`src/rtl/uart_rx.sv`:
```
// uart_rx - UART receive engine.
//   Samples the asynchronous serial line rxd (2-FF synchronised) using the
//   rx_tick strobe (OVERSAMPLE x baud). Each data bit is sampled at mid-bit,
//   LSB first. Optional parity and the stop bit are checked. Each finished
//   word is offered on a valid/ready interface.
// Ports:
//   clk, rst_n       system clock, asynchronous active-low reset
//   rx_tick          single-clk strobe at OVERSAMPLE x baud
//   rxd              serial input, idles high
//   rx_data          received word (valid while rx_valid)
//   rx_valid/ready   handshake; the word is accepted when both are high
//   frame_err        stop bit sampled 0 (qualified by rx_valid)
//   parity_err       parity mismatch (qualified by rx_valid)
//   overrun_err      1-clk pulse: a frame finished while the last word was unaccepted
//   busy             receiver is not idle
module uart_rx #(
  parameter int DATA_BITS  = 8,
  parameter int PARITY_EN  = 0,
  parameter int PARITY_ODD = 0,
  parameter int OVERSAMPLE = 16
) (
  input  logic                 clk,
  input  logic                 rst_n,
  input  logic                 rx_tick,
  input  logic                 rxd,
  output logic [DATA_BITS-1:0] rx_data,
  output logic                 rx_valid,
  input  logic                 rx_ready,
  output logic                 frame_err,
  output logic                 parity_err,
  output logic                 overrun_err,
  output logic                 busy
);

  localparam int TW = $clog2(OVERSAMPLE);
  localparam int BW = (DATA_BITS > 1) ? $clog2(DATA_BITS) : 1;
  localparam logic [TW-1:0] TICK_MID = TW'(OVERSAMPLE / 2 - 1);
  localparam logic [TW-1:0] TICK_END = TW'(OVERSAMPLE - 1);
  localparam logic [BW-1:0] LAST_BIT = BW'(DATA_BITS - 1);

  localparam logic [2:0] S_IDLE   = 3'd0;
  localparam logic [2:0] S_START  = 3'd1;
  localparam logic [2:0] S_DATA   = 3'd2;
  localparam logic [2:0] S_PARITY = 3'd3;
  localparam logic [2:0] S_STOP   = 3'd4;
  localparam logic [2:0] S_BREAK  = 3'd5;

  logic                 rxd_m, rxd_s;
  logic [2:0]           state;
  logic [TW-1:0]        tick_cnt;
  logic [BW-1:0]        bit_cnt;
  logic [DATA_BITS-1:0] shift_reg;
  logic                 par_err_r;
  logic                 bit_tick;
  logic                 frame_done;

  // Synchroniser idles high so reset does not look like a start bit.
  always_ff @(posedge clk or negedge rst_n) begin
    if (!rst_n) begin
      rxd_m <= 1'b1;
      rxd_s <= 1'b1;
    end else begin
      rxd_m <= rxd;
      rxd_s <= rxd_m;
    end
  end

  // After the start bit is centred, every later sample is a full bit period
  // (OVERSAMPLE ticks) on, so data, parity and stop all share TICK_END.
  always_comb begin
    bit_tick   = rx_tick && (tick_cnt == TICK_END);
    frame_done = (state == S_STOP) && bit_tick;
  end

  always_ff @(posedge clk or negedge rst_n) begin
    if (!rst_n) begin
      state     <= S_IDLE;
      tick_cnt  <= '0;
      bit_cnt   <= '0;
      shift_reg <= '0;
      par_err_r <= 1'b0;
    end else begin
      case (state)
        S_IDLE: begin
          if (!rxd_s) begin
            state    <= S_START;
            tick_cnt <= '0;
          end
        end
        S_START: begin
          if (rx_tick) begin
            if (tick_cnt == TICK_MID) begin
              tick_cnt <= '0;
              if (!rxd_s) begin
                state     <= S_DATA;
                bit_cnt   <= '0;
                par_err_r <= 1'b0;
              end else begin
                state <= S_IDLE;
              end
            end else begin
              tick_cnt <= tick_cnt + 1'b1;
            end
          end
        end
        S_DATA: begin
          if (bit_tick) begin
            shift_reg <= {rxd_s, shift_reg[DATA_BITS-1:1]};
            bit_cnt   <= bit_cnt + 1'b1;
            tick_cnt  <= '0;
            if (bit_cnt == LAST_BIT)
              state <= (PARITY_EN != 0) ? S_PARITY : S_STOP;
          end else if (rx_tick) begin
            tick_cnt <= tick_cnt + 1'b1;
          end
        end
        S_PARITY: begin
          if (bit_tick) begin
            par_err_r <= (^shift_reg) ^ rxd_s ^ (PARITY_ODD != 0);
            tick_cnt  <= '0;
            state     <= S_STOP;
          end else if (rx_tick) begin
            tick_cnt <= tick_cnt + 1'b1;
          end
        end
        S_STOP: begin
          if (bit_tick) begin
            tick_cnt <= '0;
            state    <= rxd_s ? S_IDLE : S_BREAK;
          end else if (rx_tick) begin
            tick_cnt <= tick_cnt + 1'b1;
          end
        end
        S_BREAK: begin
          if (rxd_s) state <= S_IDLE;
        end
        default: state <= S_IDLE;
      endcase
    end
  end

  // Output register. A completing frame while the consumer accepts the old
  // word in the same clk is loaded directly (no overrun, rx_valid stays 1).
  always_ff @(posedge clk or negedge rst_n) begin
    if (!rst_n) begin
      rx_data     <= '0;
      rx_valid    <= 1'b0;
      frame_err   <= 1'b0;
      parity_err  <= 1'b0;
      overrun_err <= 1'b0;
    end else begin
      overrun_err <= 1'b0;
      if (frame_done) begin
        if (rx_valid && !rx_ready) begin
          overrun_err <= 1'b1;
        end else begin
          rx_data    <= shift_reg;
          frame_err  <= !rxd_s;
          parity_err <= par_err_r;
          rx_valid   <= 1'b1;
        end
      end else if (rx_valid && rx_ready) begin
        rx_valid   <= 1'b0;
        frame_err  <= 1'b0;
        parity_err <= 1'b0;
      end
    end
  end

  assign busy = (state != S_IDLE);

endmodule
```
`config.mk`:
```
export PLATFORM = sky130hd
export DESIGN_NAME = uart_rx
export DESIGN_NICKNAME = d
export VERILOG_FILES = /design/src/rtl/uart_rx.sv
export SDC_FILE = /design/constraint.sdc
export NUM_CORES = 1
export LEC_CHECK = 0
export BUFFER_PORTS_ARGS = -buffer_cell sky130_fd_sc_hd__buf_2
export CORE_MARGIN = 4
export CORE_UTILIZATION = 35
export CTS_BUF_LIST = sky130_fd_sc_hd__clkbuf_8
export CTS_CLUSTER_DIAMETER = 30
export CTS_CLUSTER_SIZE = 24
export DETAILED_ROUTE_END_ITERATION = 10
export HOLD_SLACK_MARGIN = 0.12
export PLACE_DENSITY_LB_ADDON = 0.1
export SYNTH_ARGS = -nofsm -noshare
export SYNTH_HDL_FRONTEND = slang
export SYNTH_SLANG_ARGS = --single-unit
```
`constraint.sdc`:
```
create_clock -name clk -period 1.61 [get_ports clk]
set_input_delay 0.322 -clock clk [delete_from_list [all_inputs] [get_ports clk]]
set_output_delay 0.322 -clock clk [all_outputs]
set_load 0.01 [all_outputs]
```
Word-level counts from Yosys, hierarchy flattened
Cells that the tools add are included.
Widths: inputs -> output; s select.

word-level totals
  bits in read-only memories = 0
  logic and storage cells = 92
  register bits = 33
  memories kept = 0
  RAM bits = 0
  bits of input ports = 5
  bits in latches = 0
  output and inout bits = 13

operators by class
  muxes and demuxes = 36
  magnitude comparators = 0
  multiply operators = 0
  bitwise gates (word level) = 2
  shift operators = 0
  equal/unequal tests = 19
  reductions and logical operators = 21
  div/mod/pow operators = 0
  add/sub/neg operators = 2

operators by type and width
  operator             number
  $mux 3               13
  $mux 4               5
  $ne 2x2->1 const B   10
  $pmux 3 s6           1
  $mux 1               13
  $pmux 4 s3           1
  $reduce_and 5->1     2
  $eq 3x3->1 const B   3
  $reduce_and 8->1     1
  $reduce_xor 8->1     1
  $eq 3x2->1 const B   2
  $pmux 3 s2           1
  $reduce_and 2->1     3
  $reduce_bool 2->1    3
  $reduce_bool 3->1    2
  $add 4x1->4 const B  1
  $eq 4x3->1 const B   1
  $eq 4x4->1 const B   1
  $logic_and 1x1->1    4
  $reduce_and 4->1     1
  $add 3x1->3 const B  1
  $eq 3x1->1 const B   1
  $logic_not 3->1      1
  $ne 3x1->1 const B   1
  other kinds (6)      7

Logic depth before layout (Yosys ltp)
  depth in word-level cells = 5
  mapped depth = 6
  depth with buffers taken out = 6

Least setup slack after synthesis
No wires, ideal clock.

  kind = reg-to-reg
  from = register tick_cnt[0]
  to = register rx_data[0]
  stages on the path, launching flop included = 6
  path buffers = 0
  clock period less this slack = 1617 ps
  path slack = -7 ps
  data required time = 1485 ps
  arrival = 1492 ps
  cell sequence = dfrtp_1 ha_1 and4_4 and3_4 nand2_4 mux2_4

on the way
  word-level cells in the longest chain between the ends = 4

RTL lines
  element                     line  source
  start: declaration          50    logic [TW-1:0] tick_cnt;
  start signal: assignment    102   tick_cnt <= tick_cnt + 1'b1;
  start signal: assignment    114   tick_cnt <= tick_cnt + 1'b1;
  start signal: assignment    123   tick_cnt <= tick_cnt + 1'b1;
  $eq 4x4->1                  71    bit_tick = rx_tick && (tick_cnt == TICK_END);
  $logic_and 1x1->1           71
  $logic_and 1x1->1           72    frame_done = (state == S_STOP) && bit_tick;
  $reduce_and 2->1 (no line)  -
  end signal: assignment      157   rx_data <= shift_reg;
  end: declaration            26    output logic [DATA_BITS-1:0] rx_data,

No other way between the ends.
A chain may end at the register's enable or synchronous reset.

Final worst setup path
  from = register state[1]
  to = output busy

on the way
  word-level cells in the longest chain between the ends = 1

RTL lines
  element                   line  source
  start: declaration        49    logic [2:0] state;
  start signal: assignment  112   state <= (PARITY_EN != 0) ? S_PARITY : S_STOP;
  start signal: assignment  129   state <= rxd_s ? S_IDLE : S_BREAK;
  $reduce_bool 3->1         170   assign busy = (state != S_IDLE);
  end: declaration          32    output logic busy

No other way between the ends.

==> results.json <==
{
  "status": "complete, no violations",
  "core_sq_um": 4440,
  "crit_start": "state[1]",
  "cts.path.max_buffers": 2,
  "r2r.worst_path.cells": 5,
  "hold_path.class": "input pin to flip-flop",
  "viasPerCell": 5.02,
  "clock_latency_ns": 0.29,
  "hold_slack_ns": 0.318,
  "ys_ff_latch": 33,
  "skew_ns": 0.0121,
  "seq_area_sq_um": 832,
  "ant_nets": 0,
  "synth.largest_area_cell": "dfrtp_1",
  "total_power_uw": 2450,
  "syn_to_final_growth_pct": 24.4,
  "r2r_start": "tick_cnt[1]",
  "ys_seq_area_share_pct": 50.3,
  "h-tree-depth": 2,
  "ys_async_sr_fraction_pct": 100,
  "ys.flop_type": "dfrtp_1",
  "synth_nets": 167,
  "maxSlewViolCount": 0,
  "worstSetupPathType": "flip-flop to output port",
  "multi_input_comb_area_sq_um": 831,
  "syn_avg_cell_area_sq_um": 10.4,
  "grt_pass1_vias": 1249,
  "worstPathMaxFanout": 6,
  "clkSlewWorstSetupHoldPaths_ns": 0.07,
  "setup.worst_path.start_class": "flip-flop",
  "synth_warnings": 0,
  "drc_errors": 0,
  "diodes": 0,
  "io_buffer_count": 17,
  "crit_path_top_delay_cell": "dfrtp_2",
  "first_pass_iters": 4,
  "yosysMostFrequentCell": "nand2_1",
  "timing.rr.end": "rx_data[5]",
  "dieArea_sq_um": 5870,
  "final_nets": 203,
  "timing.critical_path.to_type": "output port",
  "synth_cells": 159,
  "synth_common_cells": "nand2_1 (33), dfrtp_1 (31), mux2_4 (8), xnor2_1 (8)",
  "cp_cell_sequence": "or3_4, buf_2",
  "fin_crit_sh_pct": 96.7,
  "io_pins": 18,
  "tightest_slew_ns": 0.418,
  "cts_tree": "yes",
  "grt_start_max_net_pins": 34,
  "fillCellCount": 431,
  "worst_slack_ns": 0.0533,
  "rows": 24,
  "post-route-min-period_ns": 1.56,
  "drive_above_1_share_pct": 34.2,
  "die_h_um": 76.6,
  "ys_types": 37,
  "wl_per_cell_um": 13.8,
  "synth_top_area_share_pct": 47.1,
  "start_util_pct": 37.1,
  "fmax_mhz": 642,
  "finalSetupViolations": 0,
  "syn_area_sq_um": 1650,
  "synth_area_leaders": "dfrtp_1 (47%), nand2_1 (7.5%), mux2_4 (7.3%)",
  "root_buffer": "clkbuf_8",
  "max_stage_delay_ns": 0.44,
  "routed_wl_mm": 3.42,
  "reg2reg_slack_ns": 0.06,
  "antenna_found_initial": 0,
  "maxSlewHeadroom_pct": 72.1,
  "hpwl_mm": 2.35,
  "first_iter_violations": 66,
  "grt_usage_pct": 12.4,
  "globalRouteOverflowTotal": 0,
  "hold_violations": 0,
  "die_w_um": 76.6,
  "grt_pass1_wl_mm": 5.78,
  "vias": 1245,
  "gp_congestion": 0.829,
  "leakagePower_uw": 0.00102,
  "clock_sinks": 33,
  "post-place-ws_ns": -0.00847,
  "drv_cap": 0,
  "vdd_drop_max_mv": 0.425,
  "cts_buffers": 5,
  "synth-edff-count": 0,
  "endpoint": "busy",
  "crit_arrival_ns": 1.23,
  "cp.required_ns": 1.29,
  "p_per_area_nw_per_um2": 1190
}
[area by class of cell]
cell class,instances,share of cell area [%]
sequential,33,40.6
multi-input combinational,118,40.5
timing repair buffer,36,11.3
clock buffer,5,3.36
tap,52,3.17
clock inverter,3,0.854
inverter,1,0.183
[cell families (layout without fill, tap and decap cells)]
| family | after synthesis | in the layout | share of synthesized area [%] |
|---|---|---|---|
| buffers and inverters | 8 | 45 | 2.35 |
| AOI/OAI and AO/OA | 31 | 31 | 12.6 |
| muxes | 9 | 9 | 7.90 |
| adders and majority gates | 3 | 3 | 2.28 |
| DFF | 33 | 33 | 50.3 |
| xor gates and xnor gates | 9 | 9 | 4.78 |
| and+or+nand+nor | 66 | 66 | 19.8 |
[worst min path at each step]
| stage | startpoint | endpoint | slack (ns) | cells after the start |
|---|---|---|---|---|
| 5_1_grt | rx_ready | parity_err | 0.34 | 3 |
| 4_1_cts | rxd | rxd_m | 0.12 | 1 |
| 2_1_floorplan | rst_n | bit_cnt[0] | 0.03 | 0 |
| 3_3_place_gp | rxd_m | rxd_s | 0.35 | 0 |
| 6_report | rx_ready | parity_err | 0.32 | 3 |
| 3_5_place_dp | rxd_m | rxd_s | 0.35 | 0 |
[cells in the final DEF, fill, tap and decap left out, types with 3 or more instances in the layout]
cell type   n
dfrtp_2     3
mux2_4      8
buf_4      17
a21oi_1     4
nand2_1    33
nand2b_1    7
dfrtp_1    28
o21ai_1     4
a22o_1      4
xnor2_1     8
nor2_1      6
nand3_1     3
buf_2      17
nor3_1      3
o21ai_0     7
clkbuf_8    5
[stage by stage]
step | utilization (%) | TNS [ns] | cell area [sq um] | std cells
floorplan | - | 0 | 1650 | 159
global placement | 42.3 | 0 | 1880 | 236
detailed placement | 42.3 | -0.0214 | 1880 | 236
CTS | 44.8 | 0 | 1990 | 246
global route | 46.1 | -0.0415 | 2050 | 248
finish | 46.1 | 0 | 2050 | 248
[metal layers]
metal  vias to the layer above  routed length [um]  track usage [%]
li1                        619                   -                -
met4                         0                  54             4.89
met3                         6                 155             4.14
met5                         -                   0                0
met2                        23                1480             17.7
met1                       597                1730             17.1
[power breakdown]
group          internal [uW]  total [uW]  switching (uW)
clock network            298         618             320
logic                    400         808             408
registers                920        1020             104
[critical path: cells and delay by family, from the launching register on]
kind,cells,cell delay [ns]
buffers and inverters,1,0.14
and+or+nand+nor,1,0.37
DFF,1,0.44
[repair_timing]
| action | in CTS | in global routing |
|---|---|---|
| endpoints found under the setup margin | 9 | 20 |
| gates resized for setup | 2 | 8 |
| endpoints found under the hold margin | 31 | 1 |
| buffers inserted | 1 | 1 |
| hold buffers | 1 | 1 |
| pin swaps | 0 | 1 |
(Power assumes the default switching activity.)
